--- src/rtl/red_pitaya_dac_preemph.sv ---
// DAC output conditioning: first-difference pre-emphasis, gain/offset, an
// enable-driven envelope ramp and 14-bit clipping with a saturation counter.
module red_pitaya_dac_preemph #(
    parameter int DW = 14
) (
    input  logic                 dac_clk_i,
    input  logic                 dac_rstn_i,
    input  logic signed [DW-1:0] dac_dat_i,
    output logic signed [13:0]   dac_dat_o,
    input  logic                 cfg_en_i,
    input  logic signed [17:0]   cfg_bb_i,
    input  logic signed [17:0]   cfg_kk_i,
    input  logic signed [13:0]   cfg_os_i,
    input  logic        [16:0]   cfg_step_i,
    input  logic                 cfg_clr_i,
    output logic                 sat_o,
    output logic        [15:0]   sat_cnt_o,
    output logic        [1:0]    state_o
);

    localparam int DIFF_W = DW + 1;
    localparam int PB_W   = DW + 4;
    localparam int GC_W   = DW + 7;
    localparam int PB_P   = DIFF_W + 18;
    localparam int PC_P   = PB_W + 18;
    localparam int PD_P   = GC_W + 18;

    localparam logic [16:0] ENV_FULL = 17'd65536;
    localparam logic signed [PD_P-1:0] C_MAX = PD_P'(8191);
    localparam logic signed [PD_P-1:0] C_MIN = PD_P'(-8192);

    typedef enum logic [1:0] {
        ST_IDLE    = 2'd0,
        ST_RAMP_UP = 2'd1,
        ST_ON      = 2'd2,
        ST_RAMP_DN = 2'd3
    } state_t;

    logic signed [DW-1:0]   r_xa;
    logic signed [DW-1:0]   r_xd;
    logic signed [PB_W-1:0] r_pb;
    logic signed [GC_W-1:0] r_gc;
    logic signed [13:0]     r_dat;
    logic                   r_sat;
    logic        [15:0]     r_sat_cnt;
    logic        [16:0]     r_env;
    state_t                 r_state;

    logic signed [DIFF_W-1:0] w_diff;
    logic signed [PB_P-1:0]   w_prod_b;
    logic signed [PB_P-1:0]   w_pb_full;
    logic signed [PC_P-1:0]   w_prod_c;
    logic signed [PC_P-1:0]   w_gc_full;
    logic signed [PD_P-1:0]   w_prod_d;
    logic signed [PD_P-1:0]   w_scaled;
    logic signed [13:0]       w_dat;
    logic                     w_sat;
    logic        [17:0]       w_up;
    logic        [16:0]       w_env_up;
    logic        [16:0]       w_env_dn;
    logic        [16:0]       w_env_next;
    state_t                   w_state_next;

    // Operands are sign-extended to the full product width so every
    // multiply is exact; the pipeline registers keep only the bits that can
    // be nonzero for in-range coefficients.
    assign w_diff    = $signed({r_xa[DW-1], r_xa}) - $signed({r_xd[DW-1], r_xd});
    assign w_prod_b  = $signed({{18{w_diff[DIFF_W-1]}}, w_diff})
                     * $signed({{DIFF_W{cfg_bb_i[17]}}, cfg_bb_i});
    assign w_pb_full = $signed({{(PB_P-DW){r_xa[DW-1]}}, r_xa}) + (w_prod_b >>> 16);

    assign w_prod_c  = $signed({{18{r_pb[PB_W-1]}}, r_pb})
                     * $signed({{PB_W{cfg_kk_i[17]}}, cfg_kk_i});
    assign w_gc_full = (w_prod_c >>> 16) + $signed({{(PC_P-14){cfg_os_i[13]}}, cfg_os_i});

    // env is unsigned, so it enters the signed multiply with a zero sign bit.
    assign w_prod_d  = $signed({{18{r_gc[GC_W-1]}}, r_gc})
                     * $signed({{GC_W{1'b0}}, 1'b0, r_env});
    assign w_scaled  = w_prod_d >>> 16;

    always_comb begin
        w_dat = 14'(w_scaled);
        w_sat = 1'b0;
        if (w_scaled > C_MAX) begin
            w_dat = 14'sh1FFF;
            w_sat = 1'b1;
        end else if (w_scaled < C_MIN) begin
            w_dat = 14'sh2000;
            w_sat = 1'b1;
        end
    end

    assign w_up     = {1'b0, r_env} + {1'b0, cfg_step_i};
    assign w_env_up = (w_up >= 18'd65536) ? ENV_FULL : w_up[16:0];
    assign w_env_dn = (cfg_step_i >= r_env) ? 17'd0 : r_env - cfg_step_i;

    // A zero step leaves env where it is, so the ramp states simply hold.
    always_comb begin
        w_state_next = r_state;
        w_env_next   = r_env;
        case (r_state)
            ST_IDLE: begin
                w_env_next = 17'd0;
                if (cfg_en_i) begin
                    w_env_next   = w_env_up;
                    w_state_next = (w_env_up == ENV_FULL) ? ST_ON : ST_RAMP_UP;
                end
            end
            ST_ON: begin
                w_env_next = ENV_FULL;
                if (!cfg_en_i) begin
                    w_env_next   = w_env_dn;
                    w_state_next = (w_env_dn == 17'd0) ? ST_IDLE : ST_RAMP_DN;
                end
            end
            default: begin
                if (cfg_en_i) begin
                    w_env_next   = w_env_up;
                    w_state_next = (w_env_up == ENV_FULL) ? ST_ON : ST_RAMP_UP;
                end else begin
                    w_env_next   = w_env_dn;
                    w_state_next = (w_env_dn == 17'd0) ? ST_IDLE : ST_RAMP_DN;
                end
            end
        endcase
    end

    always_ff @(posedge dac_clk_i or negedge dac_rstn_i) begin
        if (!dac_rstn_i) begin
            r_state <= ST_IDLE;
            r_env   <= 17'd0;
        end else begin
            r_state <= w_state_next;
            r_env   <= w_env_next;
        end
    end

    always_ff @(posedge dac_clk_i or negedge dac_rstn_i) begin
        if (!dac_rstn_i) begin
            r_xa      <= '0;
            r_xd      <= '0;
            r_pb      <= '0;
            r_gc      <= '0;
            r_dat     <= '0;
            r_sat     <= 1'b0;
            r_sat_cnt <= 16'd0;
        end else begin
            r_xa  <= dac_dat_i;
            r_xd  <= r_xa;
            r_pb  <= PB_W'(w_pb_full);
            r_gc  <= GC_W'(w_gc_full);
            r_dat <= w_dat;
            r_sat <= w_sat;
            // The counter moves together with sat_o; a clear overrides it.
            if (cfg_clr_i) begin
                r_sat_cnt <= 16'd0;
            end else if (w_sat && (r_sat_cnt != 16'hFFFF)) begin
                r_sat_cnt <= r_sat_cnt + 16'd1;
            end
        end
    end

    assign dac_dat_o = r_dat;
    assign sat_o     = r_sat;
    assign sat_cnt_o = r_sat_cnt;
    assign state_o   = r_state;

endmodule

--- config.mk ---
export PLATFORM = sky130hd
export DESIGN_NAME = red_pitaya_dac_preemph
export DESIGN_NICKNAME = d
export VERILOG_FILES = /design/src/rtl/red_pitaya_dac_preemph.sv
export SDC_FILE = /design/constraint.sdc
export NUM_CORES = 2
export LEC_CHECK = 0
export ABC_CLOCK_PERIOD_IN_PS = 15430
export CAP_MARGIN = 15
export CORE_ASPECT_RATIO = 1.2
export CORE_MARGIN = 1
export CORE_UTILIZATION = 45
export CTS_CLUSTER_SIZE = 12
export DETAILED_ROUTE_END_ITERATION = 6
export PLACE_DENSITY = 0.66
export SLEW_MARGIN = 15
export SYNTH_ARGS = -nofsm -noshare
export SYNTH_HDL_FRONTEND = slang
export SYNTH_SLANG_ARGS = --single-unit
--- constraint.sdc ---
create_clock -name dac_clk_i -period 15.43 [get_ports dac_clk_i]
set_clock_uncertainty 0.2 [all_clocks]
set_input_delay 2.3145 -clock dac_clk_i [delete_from_list [all_inputs] [get_ports dac_clk_i]]
set_output_delay 2.3145 -clock dac_clk_i [all_outputs]
set_load 0.02 [all_outputs]
After elaboration in Yosys (flattened, before gate mapping)
Index checks and enable logic that the tools add are counted.
Cells by class
  add/subtract/negate cells: 6
  multipliers: 3
  order comparisons: 4
  equal/unequal tests: 5
  mux-type cells: 18
  reduce and logical (&&, ||, !) cells: 5
Operator list (number)
  $mux 17: 5
  $mul 21x18->39: 1
  $mul 18x18->36: 1
  $pmux 17 s2: 1
  $mul 15x18->33: 1
  $mux 16: 2
  $mux 14: 2
  $gt 23x14->1 const B: 1
  $lt 23x14->1 const B: 1
  $add 20x14->21: 1
  $add 14x17->18: 1
  $add 17x17->18: 1
  $ge 18x17->1 const B: 1
  $eq 17x17->1 const B: 1
  $ge 17x17->1: 1
  $logic_not 17->1: 1
  $sub 17x17->17: 1
  $add 16x1->16 const B: 1
  $ne 16x16->1 const B: 1
  $sub 14x14->15: 1
  $mux 2: 5
  $ne 2x2->1 const B: 2
  $pmux 2 s2: 1
  $eq 2x2->1 const B: 1
  other kinds (5): 6
Word-level totals
  bits in registers: 117
  bits of input ports: 85
  output and inout bits: 33
  logic and storage cells: 50

Longest topological paths before layout
  depth after elaboration: 7
  mapped depth: 46
  gate-level depth less buffers: 46

Worst setup path before layout
No wires, ideal clock.
  path kind: in2reg
  start point: input port cfg_kk_i[6]
  end point: register r_gc[20]
  library setup time: 65 ps
  data arrival time: 9703 ps
  data required time: 15165 ps
  slack: 5462 ps
  stages on the path: 33
  path buffers: 2
  path through: clkbuf_1 clkbuf_1 nand2_1 fa_1 inv_1 fa_1 inv_1 fa_1 inv_1 fa_1 inv_1 fa_1 inv_1 fa_1 ha_1 a21o_1 a21o_1 o21a_1 nor2_1 xnor2_1 ha_1 a21o_1 a21oi_1 o21bai_1 a21oi_1 o21ai_0 a211oi_1 nor2_1 or4_1 nand3_1 a31oi_1 a2111oi_0 a21o_1
On the way
  word-level cells in the longest chain between the ends: 2
Ends and longest elaborated chain
  from (decl): RTL line 12  | input logic signed [17:0] cfg_kk_i,
  $mul 18x18->36: RTL line 73  | * $signed({{PB_W{cfg_kk_i[17]}}, cfg_kk_i});
  $add 20x14->21: RTL line 74  | assign w_gc_full = (w_prod_c >>> 16) + $signed({{(PC_P-14){cfg_os_i[13]}}, cfg_os_i});
  named net w_gc_full[20]: RTL line 53  | logic signed [PC_P-1:0] w_gc_full;
  to (signal assigned): RTL line 151  | r_gc <= GC_W'(w_gc_full);
  to (decl): RTL line 42  | logic signed [GC_W-1:0] r_gc;
The timed path passes the listed nets, and every way through them passes these cells.
A chain may end at the register's enable or synchronous reset.

Worst setup path in the final report
  start point: register r_xa[0]
  end point: register r_pb[16]
On the way
  word-level cells in the longest chain between the ends: 3
Ends and longest elaborated chain
  from (decl): RTL line 39  | logic signed [DW-1:0] r_xa;
  from (signal assigned): RTL line 148  | r_xa <= dac_dat_i;
  $sub 14x14->15: RTL line 67  | assign w_diff = $signed({r_xa[DW-1], r_xa}) - $signed({r_xd[DW-1], r_xd});
  $mul 15x18->33: RTL line 69  | * $signed({{DIFF_W{cfg_bb_i[17]}}, cfg_bb_i});
  $add 14x17->18 *: RTL line 70  | assign w_pb_full = $signed({{(PB_P-DW){r_xa[DW-1]}}, r_xa}) + (w_prod_b >>> 16);
  named net w_pb_full[16]: RTL line 51  | logic signed [PB_P-1:0] w_pb_full;
  to (signal assigned): RTL line 150  | r_pb <= PB_W'(w_pb_full);
  to (decl): RTL line 41  | logic signed [PB_W-1:0] r_pb;
The timed path passes the listed nets; every way through them passes the cells marked *.

==> out/results.txt <==
CP bufs+invs = 5
Yosys reg bits = 117
Unrepaired setup endpoints after global routing = no
Placement Setup Slack = 4140 ps
WL final = 95500 um
Status = complete, no violations
Worst R2R Path Depth = 45
Final Hold Vio Count = 0
Max-Cap Viols = 0
Site Rows = 121
Slew Viols, Final = 0
Hold buffers post-CTS = 0
Post-DRT Antenna Nets = 0
Crit path depth = 45
Arrival @ worst endpoint = 11040 ps
Met3 routed wirelength = 3370 um
Yosys warnings = 0
Top Ports = 118
Worst path required time = 15600 ps
DP HPWL = 79200 um
TritonCTS clock tree = built
Synth top cells by count = inv_1 (1069), fa_1 (947), nand2_1 (626)
Core area = 0.0905 mm2
Met1 WL = 39100 um
Layout cells sized above 1 = 2.77%
Total Neg Setup Slack = 0 ps
Crit-path slowest cell = fa_1
Number of global-route vias before repair = 31600
Ys async rst share = 100%
CP max FO = 18
CTS Buffer Depth = 2
Gr usage total = 21.6%
Post-layout net count = 5850
DRT iter0 DRCs = 1354
Avg WL per Cell = 16.9 um
Clk sinks = 117
CP Capture Type = register
Kind of cell adding the most delay to the critical path = compound AO/OA/AOI/OAI gates
Worst Hold Class = register to register
Post-synth top area share = 46.2%
Worst-Skew Late Latency = 490 ps
Ant diodes = 0
Syn Std Cell Area = 0.0411 mm2
Number of buffers added on ports = 117
H-tree depth = 4
Final setup viols = 0
Cell taking the most area after synthesis = fa_1
Number of enable flip-flop cells after synthesis = 0
Startpoint types = register
Actual slew at the worst max-slew pin = 1050 ps
Die Ht = 333 um
Unique masters post-synth = 85
Worst-path clk slew = 70 ps
Largest net degree at the start of global routing = 72
FMAX = 0.0919 GHz
RD Place Congestion = 0.876
Initial Utilization = 45.3%
Clock Tree Root = clkbuf_16
Met2 routed wirelength = 50900 um
WHS Path Cells = 0
Most common cell in the netlist = inv_1
Area growth, synth to finish = 6.86%
Post-CTS resize count = 0
Drt first pass iters = 7
DR vias/cell = 5.15
Post-CTS setup buffers = 0
Synth top area cells = fa_1 (46%), ha_1 (11%), inv_1 (9.8%), dfrtp_1 (7.1%), nand2_1 (5.7%)
Period Utilization, post-route = 70.5%
Die outline width = 278 um
Clock buffer count from CTS = 17
Post-Synthesis Cells = 4469
Fillers = 8586
Delay of the slowest critical-path stage = 520 ps
Setup CP Type = register to register
Rel. slew slack = 30.2%
Worst hold slack = 213 ps
Initial antenna violation count = 2
Sequential share of the synthesized area = 7.13%
Commonest register cell after synthesis = dfrtp_1
Syn nets = 5852
Minimum clock period = 10880 ps
Synthesized area per cell = 9.19 um2
Remaining DRCs = 0
Uppermost layer routed = met5
Grt total ovfl = 0
First-pass GRT wire length = 159000 um
Worst setup margin = 4550 ps
Via count of the routed design = 29100
Die ar. = 0.0925 mm2
==> worst reg2reg max path, delay by kind of cell, from the launching register on <==
family,cells,cell delay (ps)
buf+inv,5,480
flops,1,370
simple gates,3,430
compound gates,24,4570
fa+ha+maj,11,4440
xor+xnor,2,320
==> area by class of cell <==
cell class                      instances  area, um2  area share, %
Inverter                             1069       4010           9.15
Tap cell                             1168       1460           3.33
Clock inverter                         15        154          0.351
Sequential cell                       117       2930           6.67
Clock buffer                           17        425          0.970
Multi-Input combinational cell       3112      33500           76.3
Timing Repair Buffer                  150       1420           3.24
==> stage by stage <==
step	utilization (%)	cells	cell area [um2]
6_report	48.5	5648	43900
5_1_grt	48.5	5648	43900
4_1_cts	48.4	5647	43900
3_5_place_dp	47.8	5615	43300
3_3_place_gp	47.8	5615	43300
2_1_floorplan	-	4469	41100
==> cell families (layout without fill, tap and decap cells) <==
family | after synthesis | after routing | synth area share [%]
AOI/OAI and AO/OA | 354 | 354 | 5.74
DFF | 117 | 117 | 7.13
and+or+nand+nor | 1325 | 1325 | 15.8
xor gates and xnor gates | 122 | 122 | 2.62
muxes | 13 | 13 | 0.463
buffers and inverters | 1240 | 1251 | 11.4
adders and majority gates | 1298 | 1298 | 56.9
==> layer usage <==
| metal | global-route usage [%] | vias up |
|---|---|---|
| li1 | - | 13300 |
| met1 | 26.7 | 15100 |
| met2 | 39.7 | 589 |
| met3 | 2.09 | 128 |
| met4 | 6.10 | 4 |
| met5 | 0 | - |
==> state kept, by name, summed over array words and instances, names as in the netlist <==
signal     count
sat_o          1
r_gc          21
r_xa          14
r_env         17
r_pb          18
r_xd          14
state_o        2
sat_cnt_o     16
dac_dat_o     14
==> layout by cell type (no fill, tap or decap), drive strengths merged, types with 4 or more instances in the layout <==
cell              n
o2111ai           4
xnor2            90
a21o             35
a21oi           101
a31oi            12
o21a             15
nor2b            37
nor3             41
a211oi           15
ha              351
o21ai            68
and3             13
inv            1080
a2111oi           5
or4               6
clkbuf           17
nand3b            4
and2            318
xor2             32
o21bai           17
or3              16
nand2           626
fa              947
o211ai           11
buf              34
mux2             12
a21boi            8
a221oi            7
clkdlybuf4s50   116
nand4             9
o31ai            11
nor4             12
nand3            33
or2              10
nand2b           52
dfrtp           117
nor2            130
==> path summary, 6_finish.rpt <==
kind	from	end	slack [ps]
max in group asynchronous	dac_rstn_i	r_xa[13]	12180
setup reg to reg	r_xa[0]	r_pb[16]	4550
setup / recovery	r_xa[0]	r_pb[16]	4550
hold / removal	r_xa[0]	r_xd[0]	210
min in group asynchronous	dac_rstn_i	r_env[13]	1670
hold reg to reg	r_xa[0]	r_xd[0]	210
Power is not shown: default switching activity piles up to over one toggle a cycle in this logic, so the estimate is an artifact.
